File: src/rtl/immgen_pkg.sv
// Shared immediate-type codes and RISC-V major opcodes for the ID immediate generator.
package immgen_pkg;

  typedef enum logic [2:0] {
    IMM_I    = 3'b000,
    IMM_S    = 3'b001,
    IMM_B    = 3'b010,
    IMM_U    = 3'b011,
    IMM_J    = 3'b100,
    IMM_Z    = 3'b101,
    IMM_NONE = 3'b111
  } imm_type_e;

  localparam logic [6:0] OP_IMM    = 7'b0010011;
  localparam logic [6:0] OP_LOAD   = 7'b0000011;
  localparam logic [6:0] OP_JALR   = 7'b1100111;
  localparam logic [6:0] OP_IMM32  = 7'b0011011;
  localparam logic [6:0] OP_STORE  = 7'b0100011;
  localparam logic [6:0] OP_BRANCH = 7'b1100011;
  localparam logic [6:0] OP_LUI    = 7'b0110111;
  localparam logic [6:0] OP_AUIPC  = 7'b0010111;
  localparam logic [6:0] OP_JAL    = 7'b1101111;
  localparam logic [6:0] OP_REG    = 7'b0110011;
  localparam logic [6:0] OP_REG32  = 7'b0111011;
  localparam logic [6:0] OP_SYSTEM = 7'b1110011;

endpackage

File: src/rtl/id_immgen_pipe_imm_decode.sv
// Combinational immediate decoder: instruction word -> extended immediate, type, illegal flag.
// Optional CSR-immediate (Z type) decoding is enabled by defining IMMGEN_ZICSR_EN.
module imm_decode
  import immgen_pkg::*;
#(
  parameter int XLEN = 32
) (
  input  logic [31:0]     i_inst,
  output logic [XLEN-1:0] o_imm,
  output imm_type_e       o_immtype,
  output logic            o_illegal
);

  logic [6:0] w_op;
  logic [2:0] w_f3;
  logic       w_sign;

  assign w_op   = i_inst[6:0];
  assign w_f3   = i_inst[14:12];
  assign w_sign = i_inst[31];

  always_comb begin
    o_imm     = '0;
    o_immtype = IMM_NONE;
    o_illegal = 1'b0;
    case (w_op)
      OP_IMM, OP_IMM32, OP_LOAD, OP_JALR: begin
        if (w_op == OP_IMM32 && XLEN == 32) begin
          o_illegal = 1'b1;
        end else begin
          o_immtype = IMM_I;
          // Shift-immediates carry a zero-extended shamt, 6 bits only for 64-bit OP_IMM.
          if ((w_op == OP_IMM || w_op == OP_IMM32) && w_f3[1:0] == 2'b01) begin
            if (XLEN == 64 && w_op == OP_IMM) o_imm = {{(XLEN-6){1'b0}}, i_inst[25:20]};
            else                              o_imm = {{(XLEN-5){1'b0}}, i_inst[24:20]};
          end else begin
            o_imm = {{(XLEN-12){w_sign}}, i_inst[31:20]};
          end
        end
      end
      OP_STORE: begin
        o_immtype = IMM_S;
        o_imm     = {{(XLEN-12){w_sign}}, i_inst[31:25], i_inst[11:7]};
      end
      OP_BRANCH: begin
        o_immtype = IMM_B;
        o_imm     = {{(XLEN-13){w_sign}}, i_inst[31], i_inst[7], i_inst[30:25], i_inst[11:8], 1'b0};
      end
      OP_LUI, OP_AUIPC: begin
        o_immtype = IMM_U;
        o_imm     = {{(XLEN-32){w_sign}}, i_inst[31:12], 12'h000};
      end
      OP_JAL: begin
        o_immtype = IMM_J;
        o_imm     = {{(XLEN-21){w_sign}}, i_inst[31], i_inst[19:12], i_inst[20], i_inst[30:21], 1'b0};
      end
      OP_REG: begin
        o_immtype = IMM_NONE;
      end
      OP_REG32: begin
        o_illegal = (XLEN == 32);
      end
      OP_SYSTEM: begin
`ifdef IMMGEN_ZICSR_EN
        if (w_f3[2]) begin
          o_immtype = IMM_Z;
          o_imm     = {{(XLEN-5){1'b0}}, i_inst[19:15]};
        end
`else
        o_immtype = IMM_NONE;
`endif
      end
      default: begin
        o_illegal = 1'b1;
      end
    endcase
  end

endmodule

File: src/rtl/id_immgen_pipe.sv
// Decode-stage immediate generator: one-cycle pipe with an output register plus one skid entry.
// XLEN must be 32 or 64; decoding of CSR immediates follows IMMGEN_ZICSR_EN (see imm_decode).
module id_immgen_pipe
  import immgen_pkg::*;
#(
  parameter int XLEN = 32
) (
  input  logic            clk,
  input  logic            rst,
  input  logic            flush,
  input  logic            in_valid,
  output logic            in_ready,
  input  logic [31:0]     in_inst,
  input  logic [XLEN-1:0] in_pc,
  output logic            out_valid,
  input  logic            out_ready,
  output logic [XLEN-1:0] out_imm,
  output logic [2:0]      out_immtype,
  output logic [31:0]     out_inst,
  output logic [XLEN-1:0] out_pc,
  output logic            out_illegal
);

  // Stage p0: combinational decode of the incoming instruction
  logic [XLEN-1:0] w_imm_p0;
  imm_type_e       w_type_p0;
  logic            w_ill_p0;
  logic            w_acc_p0;
  logic            w_out_free_p0;

  imm_decode #(.XLEN(XLEN)) u_dec (
    .i_inst    (in_inst),
    .o_imm     (w_imm_p0),
    .o_immtype (w_type_p0),
    .o_illegal (w_ill_p0)
  );

  // Stage p1: output register and skid entry
  logic            r_vld_p1;
  logic [XLEN-1:0] r_imm_p1;
  imm_type_e       r_type_p1;
  logic [31:0]     r_inst_p1;
  logic [XLEN-1:0] r_pc_p1;
  logic            r_ill_p1;

  logic            r_skid_vld_p1;
  logic [XLEN-1:0] r_skid_imm_p1;
  imm_type_e       r_skid_type_p1;
  logic [31:0]     r_skid_inst_p1;
  logic [XLEN-1:0] r_skid_pc_p1;
  logic            r_skid_ill_p1;

  assign in_ready      = ~r_skid_vld_p1;
  assign w_acc_p0      = in_valid & ~r_skid_vld_p1;
  assign w_out_free_p0 = ~r_vld_p1 | out_ready;

  always_ff @(posedge clk) begin
    if (rst) begin
      r_vld_p1      <= 1'b0;
      r_skid_vld_p1 <= 1'b0;
      r_imm_p1      <= '0;
      r_type_p1     <= IMM_NONE;
      r_inst_p1     <= '0;
      r_pc_p1       <= '0;
      r_ill_p1      <= 1'b0;
    end else if (flush) begin
      r_vld_p1      <= 1'b0;
      r_skid_vld_p1 <= 1'b0;
    end else if (w_out_free_p0) begin
      // Skid holds the older entry, so it always drains first; no accept can occur while it is full.
      if (r_skid_vld_p1) begin
        r_vld_p1      <= 1'b1;
        r_skid_vld_p1 <= 1'b0;
        r_imm_p1      <= r_skid_imm_p1;
        r_type_p1     <= r_skid_type_p1;
        r_inst_p1     <= r_skid_inst_p1;
        r_pc_p1       <= r_skid_pc_p1;
        r_ill_p1      <= r_skid_ill_p1;
      end else if (w_acc_p0) begin
        r_vld_p1      <= 1'b1;
        r_imm_p1      <= w_imm_p0;
        r_type_p1     <= w_type_p0;
        r_inst_p1     <= in_inst;
        r_pc_p1       <= in_pc;
        r_ill_p1      <= w_ill_p0;
      end else begin
        r_vld_p1      <= 1'b0;
      end
    end else if (w_acc_p0) begin
      r_skid_vld_p1 <= 1'b1;
    end
  end

  always_ff @(posedge clk) begin
    if (!rst && !flush && !w_out_free_p0 && w_acc_p0) begin
      r_skid_imm_p1  <= w_imm_p0;
      r_skid_type_p1 <= w_type_p0;
      r_skid_inst_p1 <= in_inst;
      r_skid_pc_p1   <= in_pc;
      r_skid_ill_p1  <= w_ill_p0;
    end
  end

  assign out_valid   = r_vld_p1;
  assign out_imm     = r_imm_p1;
  assign out_immtype = r_type_p1;
  assign out_inst    = r_inst_p1;
  assign out_pc      = r_pc_p1;
  assign out_illegal = r_ill_p1;

endmodule

File: config.mk
export PLATFORM = sky130hd
export DESIGN_NAME = id_immgen_pipe
export DESIGN_NICKNAME = d
export VERILOG_FILES = /design/src/rtl/immgen_pkg.sv /design/src/rtl/id_immgen_pipe_imm_decode.sv /design/src/rtl/id_immgen_pipe.sv
export SDC_FILE = /design/constraint.sdc
export NUM_CORES = 1
export LEC_CHECK = 0
export CORE_MARGIN = 2
export CORE_UTILIZATION = 35
export CTS_CLUSTER_DIAMETER = 150
export DETAILED_ROUTE_END_ITERATION = 12
export PLACE_DENSITY_LB_ADDON = 0.25
export SLEW_MARGIN = 30
export SYNTH_ARGS = -nofsm -noshare
export SYNTH_HDL_FRONTEND = slang
export SYNTH_SLANG_ARGS = --single-unit
File: constraint.sdc
create_clock -name clk -period 9.43 [get_ports clk]
set_clock_uncertainty 0.2 [all_clocks]
set_input_delay 1.886 -clock clk [delete_from_list [all_inputs] [get_ports clk]]
set_output_delay 1.886 -clock clk [all_outputs]
set_load 0.02 [all_outputs]
# After elaboration in Yosys (flattened, before gate mapping)
# Cells that the tools add are included.
# totals
output_inout_bits,102
wordCells,63
register_bits,202
in_bits,69
# op_classes
n_reduce_logical,15
bitwise_logic,5
n_eq_ne,12
mux,19
# ops
operator,count
two-way mux 32 bit,8
case mux 32 bit (5 select lines),1
equality test 7 bit (second input constant),4
equality test 7 x 5 -> 1 bit (second input constant),3
equality test 7 x 6 -> 1 bit (second input constant),3
case mux 3 bit (5 select lines),1
two-way mux 3 bit,3
equality test 7 x 2 -> 1 bit (second input constant),1
OR reduction 7 bit,1
two-way mux 1 bit,5
logical AND 1 bit,4
OR reduction 2 bit,2
OR reduction 4 bit,1
zero test 1 bit,3
inverter 1 bit,3
AND reduction 3 bit,1
OR reduction 3 bit,1
equality test 2 x 1 -> 1 bit (second input constant),1
case mux 1 bit (2 select lines),1
nonzero test 2 bit,1
bitwise AND 1 bit,1
logical OR 1 bit,1
OR 1 bit,1

# Logic depth before layout (Yosys ltp)
# Gate-level depths: netlist of run 1.
# depth
word_depth,8
depth_mapped,8
mapped_depth_nobuf,5

# Modules after synthesis
# A second synthesis of run 1 with hierarchy kept.
# unflattened
cells_unflattened,677
hier_area_um2,8851.0
# modules_own_cells
mod,seq_area_each_um2,instances,cells_per_inst,area_each_um2
id_immgen_pipe,5044.8,1,571,8182.8
imm_decode,0.0,1,106,668.1

# Least setup slack after synthesis of run 1
# No wires, ideal clock.
# synth_timing
path_kind,in2reg
start,in rst
end,"reg r_skid_ill_p1, enable pin"
required_time_ps,8762
stages,3
arrival_ps,4530
path_buffers,1
setup_ps,468
slack_ps,4232
cell_sequence,clkbuf_1 > nor2_1 > and4_1
# synth_via
elab_chain_cells,4
# synth_rtl
item,line_no,source
from (decl),id_immgen_pipe.sv:9,"input logic rst,"
zero test 1 bit,id_immgen_pipe.sv:95,if (!rst && !flush && !w_out_free_p0 && w_acc_p0) begin
logical AND 1 bit (3 in a row),id_immgen_pipe.sv:95,
to (signal assigned),id_immgen_pipe.sv:100,r_skid_ill_p1 <= w_ill_p0;
to (decl),id_immgen_pipe.sv:51,logic r_skid_ill_p1;
# No other way between the ends.
# A chain may end at the register's enable or synchronous reset.

# Worst setup path in the final report of run 1
# layout_timing
start,in in_valid
end,reg r_imm_p1[2] (netlist: out_imm[2])
# layout_via
elab_chain_cells,3
# layout_rtl
item,line_no,source
from (decl),id_immgen_pipe.sv:11,"input logic in_valid,"
bitwise AND 1 bit,id_immgen_pipe.sv:54,assign w_acc_p0 = in_valid & ~r_skid_vld_p1;
nonzero test 2 bit (no line),n/a,
AND reduction 3 bit (no line),n/a,
to (signal assigned),id_immgen_pipe.sv:74,r_imm_p1 <= r_skid_imm_p1;
to (signal assigned),id_immgen_pipe.sv:81,r_imm_p1 <= w_imm_p0;
to (decl),id_immgen_pipe.sv:40,logic [XLEN-1:0] r_imm_p1;
# No other way between the ends.

==> summary.md, run 1 <==
| Metric | Value |
|---|---|
| Outcome | `finished clean` |
| Placement Rows | `55` |
| Count of cell types in the netlist | `46` |
| Die Footprint | `24,200 sq um` |
| Via count of the first global-routing pass | `5,772` |
| Cells after synthesis | `692` |
| Fill cell count | `2,071` |
| Fraction of post-synthesis cell area in the top cell type by area | `37.4%` |
| 1st-iter DRT viols | `299` |
| Antenna violations before repair | `0` |
| Combinational share of power | `10.3%` |
| Share of layout cells above drive strength 1 | `7.37%` |
| Total wire length after detailed routing | `20.8 mm` |
| Clock tree root buffer cell | `sky130_fd_sc_hd__clkbuf_16` |
| Per-cell via count in the routed design | `5.18` |
| Worst setup endpoint | `out_imm[2]` |
| Proportion of power drawn by flip-flops and latches | `46.7%` |
| Wire length of the first global-routing pass | `32.6 mm` |
| Worst setup slack for register-to-register paths | `6.00 ns` |
| Starting utilization of the core area | `35.6%` |
| Floorplan core area | `22,600 sq um` |
| Final net count | `909` |
| Cell area reported after detailed placement | `9940 sq um` |
| Count of state elements after synthesis | `202` |
| Clk network pwr share | `43.0%` |
| Die height | `156 um` |
| Switching share of power | `23.1%` |
| Worst hold path class | `reg -> reg` |
| Residual antenna-violating net count after detailed routing | `0` |
| PortBufs | `170` |
| Net switching component of the power | `475 uW` |
| Final RePlAce weighted congestion | `0.787` |
| Number of vias in the routed layout | `5,906` |
| P_leak | `3.63 nW` |
| Least-Margin Pin Slew | `0.938 ns` |
| Clock-pin slew of the registers on the worst-case setup and hold paths | `0.05 ns` |
| Die outline width | `156 um` |
| Area of the multi-input gates | `2760 sq um` |
| CTS tree | `yes` |
| Required time of the critical path | `9.65 ns` |
| Worst slack after detailed placement | `4.50 ns` |
| Kind of capture point of the worst setup path | `flip-flop` |
| # clock sinks | `202` |
| DPL Wire Length | `13.2 mm` |
| Depth of the most critical reg-to-reg path | `7` |
| Fin. Hold Viols | `0` |
| Hold_buf cts | `0` |
| Worst endpoint data arrival time | `4.65 ns` |
| Post-CTS repair timing setup buffer count | `0` |
| Unrepaired setup endpoints after global routing | `no` |
| Asr flop ratio synth | `0%` |
| Post-route design area | `10,700 sq um` |
| FF/Latch Area | `5050 sq um` |
| DRC violation count after routing | `0` |
| Final setup fails | `0` |
| Startpoint of the worst setup timing path | `in_valid` |
| Relative area change from synthesis to final layout | `33.1%` |
| Global route total overflow | `0` |
| Post-cts repair resize count | `0` |
| Average size of a mapped cell | `11.6 sq um` |
| Minimum clock period | `4.43 ns` |
| Pin count of the biggest net entering global routing | `92` |
| Worst skew pair latency | `0.50 ns` |
| CTS Buf Count | `23` |
| CP Max Fanout | `91` |
| Cell accounting for the most synthesized area | `sky130_fd_sc_hd__edfxtp_1` |
| Internal power component | `1.58 mW` |
| Router iterations before antenna repair | `4` |
| Most frequent cell after synthesis | `sky130_fd_sc_hd__dfxtp_1` |
| I/O Pins | `171` |
| Max Cap Viol | `0` |
| CTS HTree Levels | `1` |
| Synthesis warning total | `0` |
| Critical setup path kind | `in -> reg` |
| Commonest cells in the netlist | `102 x sky130_fd_sc_hd__dfxtp_1, 100 x sky130_fd_sc_hd__edfxtp_1, 81 x sky130_fd_sc_hd__nor2_1` |
| Fin crit share | `47.0%` |
| Startpoint type of the worst setup path | `input port` |
| Post-synthesis sequential area ratio | `62.8%` |
| Worst slew slack as a fraction of its limit | `37.4%` |
| Slack of the critical path | `5.00 ns` |
| Reg2Reg Capture Point | `out_imm[2]` |
| Syn_nets | `761` |
| Primary FF master, synth | `sky130_fd_sc_hd__dfxtp_1` |
| Sum of negative setup slack | `0 ns` |
| Global-route usage over all layers | `16.8%` |
| Count of flip-flops with a built-in enable after synthesis | `100` |
| Worst voltage drop across the vdd grid | `0.0000930 V` |
| Launching point of the worst reg2reg path | `r_skid_vld_p1` |
| Largest cells by area after synthesis | `sky130_fd_sc_hd__edfxtp_1 37%, sky130_fd_sc_hd__dfxtp_1 25%, sky130_fd_sc_hd__mux2i_1 7.8%` |
| PD cells | `192 nW/um^2` |
| Synthesized cell area | `8040 sq um` |
| Timing-limited maximum frequency | `226 MHz` |
| Diode insertion count for antenna repair | `0` |
| Max clock buf depth | `3` |
| Finished Core Util | `47.4%` |
| Number of pins exceeding their max-slew limit in the final report | `0` |
| Wire length per cell | `18.3 um` |
layer usage:
metal | global-route usage, % | wire length [um] | up-vias
li1 | - | - | 2865
met1 | 24.2 | 9960 | 2806
met2 | 25.9 | 9130 | 198
met3 | 2.89 | 1120 | 37
met4 | 5.55 | 618 | 0
met5 | 0 | 0 | -
state kept, by name, summed over array words and instances, names as in the netlist:
register / count
out_immtype: 3
r_skid_inst_p1: 32
r_skid_imm_p1: 32
out_illegal: 1
out_imm: 32
r_skid_type_p1: 3
r_skid_vld_p1: 1
r_skid_ill_p1: 1
out_inst: 32
out_pc: 32
out_valid: 1
r_skid_pc_p1: 32
critical path, cell delays in order:
cell and delay [ns]:
sky130_fd_sc_hd__clkdlybuf4s50_1 0.50, sky130_fd_sc_hd__nor2_1 0.09, sky130_fd_sc_hd__nor3_2 0.14, sky130_fd_sc_hd__buf_4 0.72, sky130_fd_sc_hd__buf_4 0.69, sky130_fd_sc_hd__o21ai_0 0.17, sky130_fd_sc_hd__o21bai_1 0.19, sky130_fd_sc_hd__a21oi_1 0.16
layout make-up:
| class | count | share of cell area [%] |
|---|---|---|
| well taps | 285 | 3.33 |
| multi-input cells | 429 | 25.8 |
| inverters | 4 | 0.140 |
| clock buffers | 31 | 6.13 |
| repair buffers | 180 | 16.6 |
| clock inverters | 9 | 0.865 |
| flip-flops and latches | 202 | 47.2 |
power by group through the flow:
stage / clock, mW / sequential [mW] / combinational [mW]
floorplan: 0 / 1.01 / 0.0740
global placement: 0 / 0.979 / 0.211
detailed placement: 0 / 0.979 / 0.212
CTS: 0.908 / 0.961 / 0.213
global route: 0.940 / 0.963 / 0.228
finish: 0.885 / 0.960 / 0.211
cells in the final DEF, fill, tap and decap left out, types with 2 or more instances in the layout:
master,Yosys,layout
sky130_fd_sc_hd__clkdlybuf4s50_1,0,169
sky130_fd_sc_hd__o21bai_1,5,5
sky130_fd_sc_hd__o211ai_1,2,2
sky130_fd_sc_hd__clkbuf_8,0,5
sky130_fd_sc_hd__mux2i_1,63,63
sky130_fd_sc_hd__a22o_1,4,4
sky130_fd_sc_hd__dfxtp_1,102,101
sky130_fd_sc_hd__a221oi_1,11,11
sky130_fd_sc_hd__edfxtp_1,100,100
sky130_fd_sc_hd__and2_1,8,8
sky130_fd_sc_hd__and2_0,8,8
sky130_fd_sc_hd__a211oi_1,72,72
sky130_fd_sc_hd__clkinv_2,0,5
sky130_fd_sc_hd__inv_1,4,4
sky130_fd_sc_hd__nor3_1,3,2
sky130_fd_sc_hd__nor2_1,81,80
sky130_fd_sc_hd__nand3b_1,2,2
sky130_fd_sc_hd__bufinv_16,0,2
sky130_fd_sc_hd__o21ai_0,34,34
sky130_fd_sc_hd__nand2_1,71,71
sky130_fd_sc_hd__or3_1,3,3
sky130_fd_sc_hd__a311oi_1,2,2
sky130_fd_sc_hd__nand3_1,7,7
sky130_fd_sc_hd__a21oi_1,18,18
sky130_fd_sc_hd__buf_4,0,10
sky130_fd_sc_hd__nor2b_1,3,3
sky130_fd_sc_hd__clkinv_1,0,2
sky130_fd_sc_hd__clkbuf_1,44,3
sky130_fd_sc_hd__and3_1,3,3
sky130_fd_sc_hd__clkbuf_16,0,23
sky130_fd_sc_hd__nor4_1,3,2
sky130_fd_sc_hd__a311oi_2,8,8
worst min path at each step:
stage,start,to,slack [ns],depth (start not counted)
after floorplan,r_skid_type_p1[0],out_immtype[0],0.29,2
after global placement,out_imm[4],out_imm[4],0.25,2
after detailed placement,out_imm[3],out_imm[3],0.25,2
after CTS,out_imm[3],out_imm[3],0.26,2
after global routing,out_imm[3],out_imm[3],0.29,2
final,out_imm[3],out_imm[3],0.26,2
kinds of logic (layout without fill, tap and decap cells):
family | after synthesis | in the layout | share of synthesized area (%)
DFF | 202 | 202 | 62.8
and+or+nand+nor | 199 | 199 | 10.9
AOI/OAI and AO/OA | 167 | 167 | 15.4
muxes | 63 | 63 | 7.84
buffers and inverters | 61 | 224 | 3.11
stage by stage:
step                total power, mW  hold slack, ns  std cells
floorplan                      1.08           0.293        692
finish                         2.06           0.258       1140
global route                   2.13           0.295       1140
CTS                            2.08           0.262       1139
global placement               1.19           0.250       1099
detailed placement             1.19           0.254       1099
Power figures use the tool's default switching activity.
==> run 2: changes to the inputs <==
==> constraint.sdc (replaced) <==
create_clock -name clk -period 4.6 [get_ports clk]
set_clock_uncertainty 0.2 [all_clocks]
set_input_delay 0.92 -clock clk [delete_from_list [all_inputs] [get_ports clk]]
set_output_delay 0.92 -clock clk [all_outputs]
set_load 0.02 [all_outputs]
==> run 2 against run 1 <==
  * Global-route usage is 0.15 points higher
  * Sequential share of layout area grew 0.094 points
  * Wire length up 0.46%
  * Total power is 99% higher
  * Critical path type is now reg -> out
  * Worst hold slack worse by 0.0024 ns
  * Cell count up 0.26%
  * Setup slack worse by 3.8 ns
==> summary.md, run 2 (same netlist as run 1, synthesis figures left out) <==
| Metric | Value |
|---|---|
| Post-cts repair resize count | `0` |
| Max clock buf depth | `3` |
| Worst hold path class | `reg -> reg` |
| Critical setup path kind | `reg -> out` |
| CP Max Fanout | `40` |
| Die height | `156 um` |
| Least-Margin Pin Slew | `0.869 ns` |
| Post-CTS repair timing setup buffer count | `0` |
| Post-route design area | `10,700 sq um` |
| Startpoint type of the worst setup path | `flip-flop` |
| Worst slew slack as a fraction of its limit | `41.8%` |
| Minimum clock period | `3.35 ns` |
| Finished Core Util | `47.3%` |
| Placement Rows | `55` |
| Diode insertion count for antenna repair | `0` |
| Number of vias in the routed layout | `5,942` |
| Final net count | `911` |
| Crit path cell chain | `inv_1 -> buf_4 -> clkdlybuf4s50_1` |
| Crit path largest cell delay | `0.79 ns` |
| Max Cap Viol | `0` |
| Residual antenna-violating net count after detailed routing | `0` |
| Worst path buffer plus inverter count | `3` |
| Die Footprint | `24,200 sq um` |
| I/O Pins | `171` |
| Fin crit share | `72.9%` |
| CTS tree | `yes` |
| Per-cell via count in the routed design | `5.20` |
| Sum of negative setup slack | `0 ns` |
| Pin count of the biggest net entering global routing | `97` |
| Die outline width | `156 um` |
| Worst slack after detailed placement | `1.05 ns` |
| Most common library cell in the layout ignoring fill and taps | `sky130_fd_sc_hd__clkdlybuf4s50_1` |
| Hold_buf cts | `0` |
| CTS Buf Count | `23` |
| Relative area change from synthesis to final layout | `32.9%` |
| Via count of the first global-routing pass | `5,797` |
| Required time of the critical path | `3.48 ns` |
| Leading cell types in the layout, fill and taps excluded | `169 x sky130_fd_sc_hd__clkdlybuf4s50_1, 101 x sky130_fd_sc_hd__dfxtp_1, 100 x sky130_fd_sc_hd__edfxtp_1, 81 x sky130_fd_sc_hd__nor2_1, 72 x sky130_fd_sc_hd__a211oi_1` |
| CP Depth | `3` |
| P_leak | `3.62 nW` |
| Final setup fails | `0` |
| PortBufs | `170` |
| Antenna violations before repair | `0` |
| Timing-limited maximum frequency | `298 MHz` |
| DRC violation count after routing | `0` |
| Wire length per cell | `18.3 um` |
| Worst voltage drop across the vdd grid | `0.000181 V` |
| Fin. Hold Viols | `0` |
| Kind of capture point of the worst setup path | `primary output` |
| Worst skew pair latency | `0.50 ns` |
| Clock-pin slew of the registers on the worst-case setup and hold paths | `0.06 ns` |
| Number of pins exceeding their max-slew limit in the final report | `0` |
| # clock sinks | `202` |
| Cell area reported after detailed placement | `9990 sq um` |
| Global-route usage over all layers | `17.0%` |
| Wire length of the first global-routing pass | `32.7 mm` |
| Depth of the most critical reg-to-reg path | `6` |
| Starting utilization of the core area | `35.6%` |
| Worst endpoint data arrival time | `2.23 ns` |
| 1st-iter DRT viols | `294` |
| Slack of the critical path | `1.25 ns` |
| Slowest CP cell | `sky130_fd_sc_hd__dfxtp_4` |
| PD cells | `383 nW/um^2` |
| Final RePlAce weighted congestion | `0.804` |
| Clock tree root buffer cell | `sky130_fd_sc_hd__clkbuf_16` |
| Global route total overflow | `0` |
| Fill cell count | `2,085` |
| Share of layout cells above drive strength 1 | `7.11%` |
| Outcome | `finished clean` |
| Unrepaired setup endpoints after global routing | `no` |
| Total wire length after detailed routing | `20.9 mm` |
| Worst hold stages | `2` |
| Dominant delay contributor by cell family on the critical path | `buffers and inverters` |
| Router iterations before antenna repair | `4` |
| CTS HTree Levels | `1` |
| Floorplan core area | `22,600 sq um` |
| DPL Wire Length | `13.4 mm` |
==> run 2: cell count changes in the layout (fill, tap and decap cells not counted), moves of 2 or more <==
cell	before	now
sky130_fd_sc_hd__bufinv_16	2	0
sky130_fd_sc_hd__buf_12	0	2
sky130_fd_sc_hd__clkinv_1	2	0
sky130_fd_sc_hd__clkbuf_1	3	9
==> run 2: final timing paths <==
| kind | slack, ns | start | end |
|---|---|---|---|
| max reg2reg | 1.86 | r_skid_vld_p1 | out_illegal |
| max | 1.25 | r_skid_vld_p1 | in_ready |
| min | 0.26 | out_imm[1] | out_imm[1] |
| min reg2reg | 0.26 | out_imm[1] | out_imm[1] |
==> run 2: routing by layer <==
layer	track usage, %	part of all wire (%)	routed length (um)	up-vias
met5	0	0	0	-
met4	5.16	2.8	585	0
met3	3.39	5.8	1210	33
met2	26.4	45	9370	176
met1	24.0	47	9770	2866
li1	-	-	-	2867
==> run 2: stage by stage <==
stage | hold slack [ns] | cells | total power, mW
floorplan | 0.293 | 692 | 2.22
global placement | 0.245 | 1102 | 2.44
detailed placement | 0.253 | 1102 | 2.44
CTS | 0.261 | 1143 | 4.15
global route | 0.289 | 1143 | 4.26
finish | 0.255 | 1143 | 4.09
==> run 2: layout make-up <==
cell class / instances / area [sq um] / area share, %
Inverter: 4 / 15.0 / 0.141
Clock inverter: 5 / 25.0 / 0.234
Multi-Input combinational cell: 429 / 2760 / 25.8
Clock buffer: 36 / 664 / 6.22
Sequential cell: 202 / 5050 / 47.3
Tap cell: 285 / 357 / 3.34
Timing Repair Buffer: 182 / 1810 / 17.0
==> run 2: worst min-delay path, cell delays in order, from the launching register on <==
cell and delay [ns]:
sky130_fd_sc_hd__dfxtp_1 0.31, sky130_fd_sc_hd__nand2_1 0.05, sky130_fd_sc_hd__a21oi_1 0.05
==> run 2: where the power goes <==
group / internal [mW] / switching [mW]
sequential: 1.94 / 0.0291
combinational: 0.201 / 0.233
clock: 0.987 / 0.705
==> run 3: changes to the inputs <==
==> constraint.sdc (replaced) <==
create_clock -name clk -period 2.8 [get_ports clk]
set_clock_uncertainty 0.2 [all_clocks]
set_input_delay 0.56 -clock clk [delete_from_list [all_inputs] [get_ports clk]]
set_output_delay 0.56 -clock clk [all_outputs]
set_load 0.02 [all_outputs]
==> run 3 against run 2 <==
  * Combinational power up 73%
  * Critical path depth up 3
  * Sequential share of layout area down 1.3 points
  * Largest power group unchanged
  * Critical endpoint is now r_skid_imm_p1[15]
  * Flip-flop and latch count unchanged
==> summary.md, run 3 (same netlist as run 1, synthesis figures left out) <==
| Metric | Value |
|---|---|
| CTS HTree Levels | `1` |
| Antenna violations before repair | `0` |
| # clock sinks | `202` |
| Count of placed standard cells in the final layout, fillers left out | `1,168` |
| Global-route usage over all layers | `17.2%` |
| Crit path largest cell delay | `0.49 ns` |
| PortBufs | `170` |
| Post-route design area | `11,000 sq um` |
| DPL Wire Length | `13.5 mm` |
| Most common library cell in the layout ignoring fill and taps | `sky130_fd_sc_hd__clkdlybuf4s50_1` |
| Die height | `156 um` |
| Net switching component of the power | `1.62 mW` |
| Wire length of the first global-routing pass | `33.2 mm` |
| Die Footprint | `24,200 sq um` |
| Switching share of power | `23.6%` |
| Dominant delay contributor by cell family on the critical path | `simple AND/OR/NAND/NOR gates` |
| Final setup fails | `0` |
| Clock tree root buffer cell | `sky130_fd_sc_hd__clkbuf_16` |
| Global route total overflow | `0` |
| Starting utilization of the core area | `35.6%` |
| Max Cap Viol | `0` |
| Overall Power | `6.87 mW` |
| Worst path buffer plus inverter count | `1` |
| Startpoint type of the worst setup path | `input port` |
| Post-cts repair resize count | `0` |
| Outcome | `finished clean` |
| Depth of the most critical reg-to-reg path | `4` |
| Slack of the critical path | `0.398 ns` |
| Least-Margin Pin Slew | `0.554 ns` |
| Number of pins exceeding their max-slew limit in the final report | `0` |
| Internal power component | `5.25 mW` |
| Worst slack after detailed placement | `-0.116 ns` |
| Per-cell via count in the routed design | `5.08` |
| PD cells | `625 nW/um^2` |
| Residual antenna-violating net count after detailed routing | `0` |
| Placement Rows | `55` |
| Diode insertion count for antenna repair | `0` |
| Clock-pin slew of the registers on the worst-case setup and hold paths | `0.06 ns` |
| CTS Buf Count | `23` |
| I/O Pins | `171` |
| Unrepaired setup endpoints after global routing | `no` |
| Number of placed cells counting well taps | `1,127` |
| CP Depth | `6` |
| Via count of the first global-routing pass | `5,908` |
| Timing-limited maximum frequency | `416 MHz` |
| Clk network pwr share | `42.1%` |
| 1st-iter DRT viols | `370` |
| Total wire length after detailed routing | `21.0 mm` |
| Capture endpoint of the worst hold path | `out_valid` |
| Worst endpoint data arrival time | `2.44 ns` |
| Floorplan core area | `22,600 sq um` |
| Fin crit share | `85.8%` |
| Fin. Hold Viols | `0` |
| Final RePlAce weighted congestion | `0.769` |
| Launching point of the worst reg2reg path | `r_skid_vld_p1` |
| Crit path cell chain | `clkdlybuf4s50_1 -> or3_4 -> or3_1 -> a21o_1 -> nand2_1 -> nand2_1` |
| CP Max Fanout | `8` |
| Wire length per cell | `18.0 um` |
| Share of layout cells above drive strength 1 | `10.1%` |
| Critical setup path kind | `in -> reg` |
| Pin count of the biggest net entering global routing | `103` |
| Router iterations before antenna repair | `5` |
| Kind of capture point of the worst setup path | `flip-flop` |
| Leading cell types in the layout, fill and taps excluded | `169 x sky130_fd_sc_hd__clkdlybuf4s50_1, 101 x sky130_fd_sc_hd__dfxtp_1, 100 x sky130_fd_sc_hd__edfxtp_1, 81 x sky130_fd_sc_hd__nor2_1, 72 x sky130_fd_sc_hd__a211oi_1` |
| Most frequent cell on the critical path | `sky130_fd_sc_hd__nand2_1` |
| Hold_buf cts | `0` |
| Final hold slack | `0.195 ns` |
| Number of vias in the routed layout | `5,929` |
| Combinational share of power | `10.9%` |
| Hold_sp | `rst` |
| Sum of negative setup slack | `0 ns` |
| Relative area change from synthesis to final layout | `36.7%` |
| DRC violation count after routing | `0` |
| Die outline width | `156 um` |
| Minimum clock period | `2.40 ns` |
| Finished Core Util | `48.7%` |
| Final net count | `936` |
| Reg2Reg Capture Point | `r_skid_inst_p1[12]` |
| Worst hold path class | `in -> reg` |
| Required time of the critical path | `2.84 ns` |
| Slowest CP cell | `sky130_fd_sc_hd__clkdlybuf4s50_1` |
| P_leak | `3.78 nW` |
| Cell area reported after detailed placement | `10,300 sq um` |
| Worst setup slack for register-to-register paths | `0.70 ns` |
| Worst hold stages | `3` |
| Worst slew slack as a fraction of its limit | `63.1%` |
| Worst voltage drop across the vdd grid | `0.000321 V` |
| CTS tree | `yes` |
| Startpoint of the worst setup timing path | `in_inst[5]` |
| Post-CTS repair timing setup buffer count | `0` |
| Max clock buf depth | `3` |
| Proportion of power drawn by flip-flops and latches | `47.0%` |
| Worst skew pair latency | `0.49 ns` |
[run 3: how the worst max path moves through the flow]
stage                        end  slack, ns
6_report       r_skid_imm_p1[15]       0.40
3_5_place_dp   r_skid_imm_p1[12]      -0.12
4_1_cts        r_skid_imm_p1[17]       0.42
2_1_floorplan      r_skid_ill_p1       0.03
5_1_grt        r_skid_imm_p1[18]       0.28
3_3_place_gp   r_skid_imm_p1[17]      -0.09
[run 3: area by class of cell]
cell class / count / area, sq um
multi-input cells: 429 / 2760
fillers: 2055 / 11600
flip-flops and latches: 202 / 5050
clock inverters: 11 / 82.6
clock buffers: 30 / 643
well taps: 285 / 357
repair buffers: 207 / 2090
inverters: 4 / 15.0
[run 3: per-layer routing]
metal / wire length (um) / global-route usage, % / vias to the layer above
met1: 10000 / 24.6 / 2831
li1: - / - / 2923
met3: 1110 / 3.22 / 25
met4: 404 / 4.41 / 0
met5: 0 / 0 / -
met2: 9450 / 26.9 / 150
[run 3: power groups by stage]
stage | combinational (mW) | sequential [mW] | clock, mW
floorplan | 0.249 | 3.39 | 0
global placement | 0.748 | 3.29 | 0
detailed placement | 0.753 | 3.29 | 0
CTS | 0.757 | 3.23 | 2.97
global route | 0.813 | 3.24 | 3.09
finish | 0.749 | 3.23 | 2.89
[run 3: tightest hold or removal path, cell delays in order]
cell and delay [ns]:
sky130_fd_sc_hd__buf_4 0.10, sky130_fd_sc_hd__nor2_1 0.06, sky130_fd_sc_hd__a21boi_0 0.12
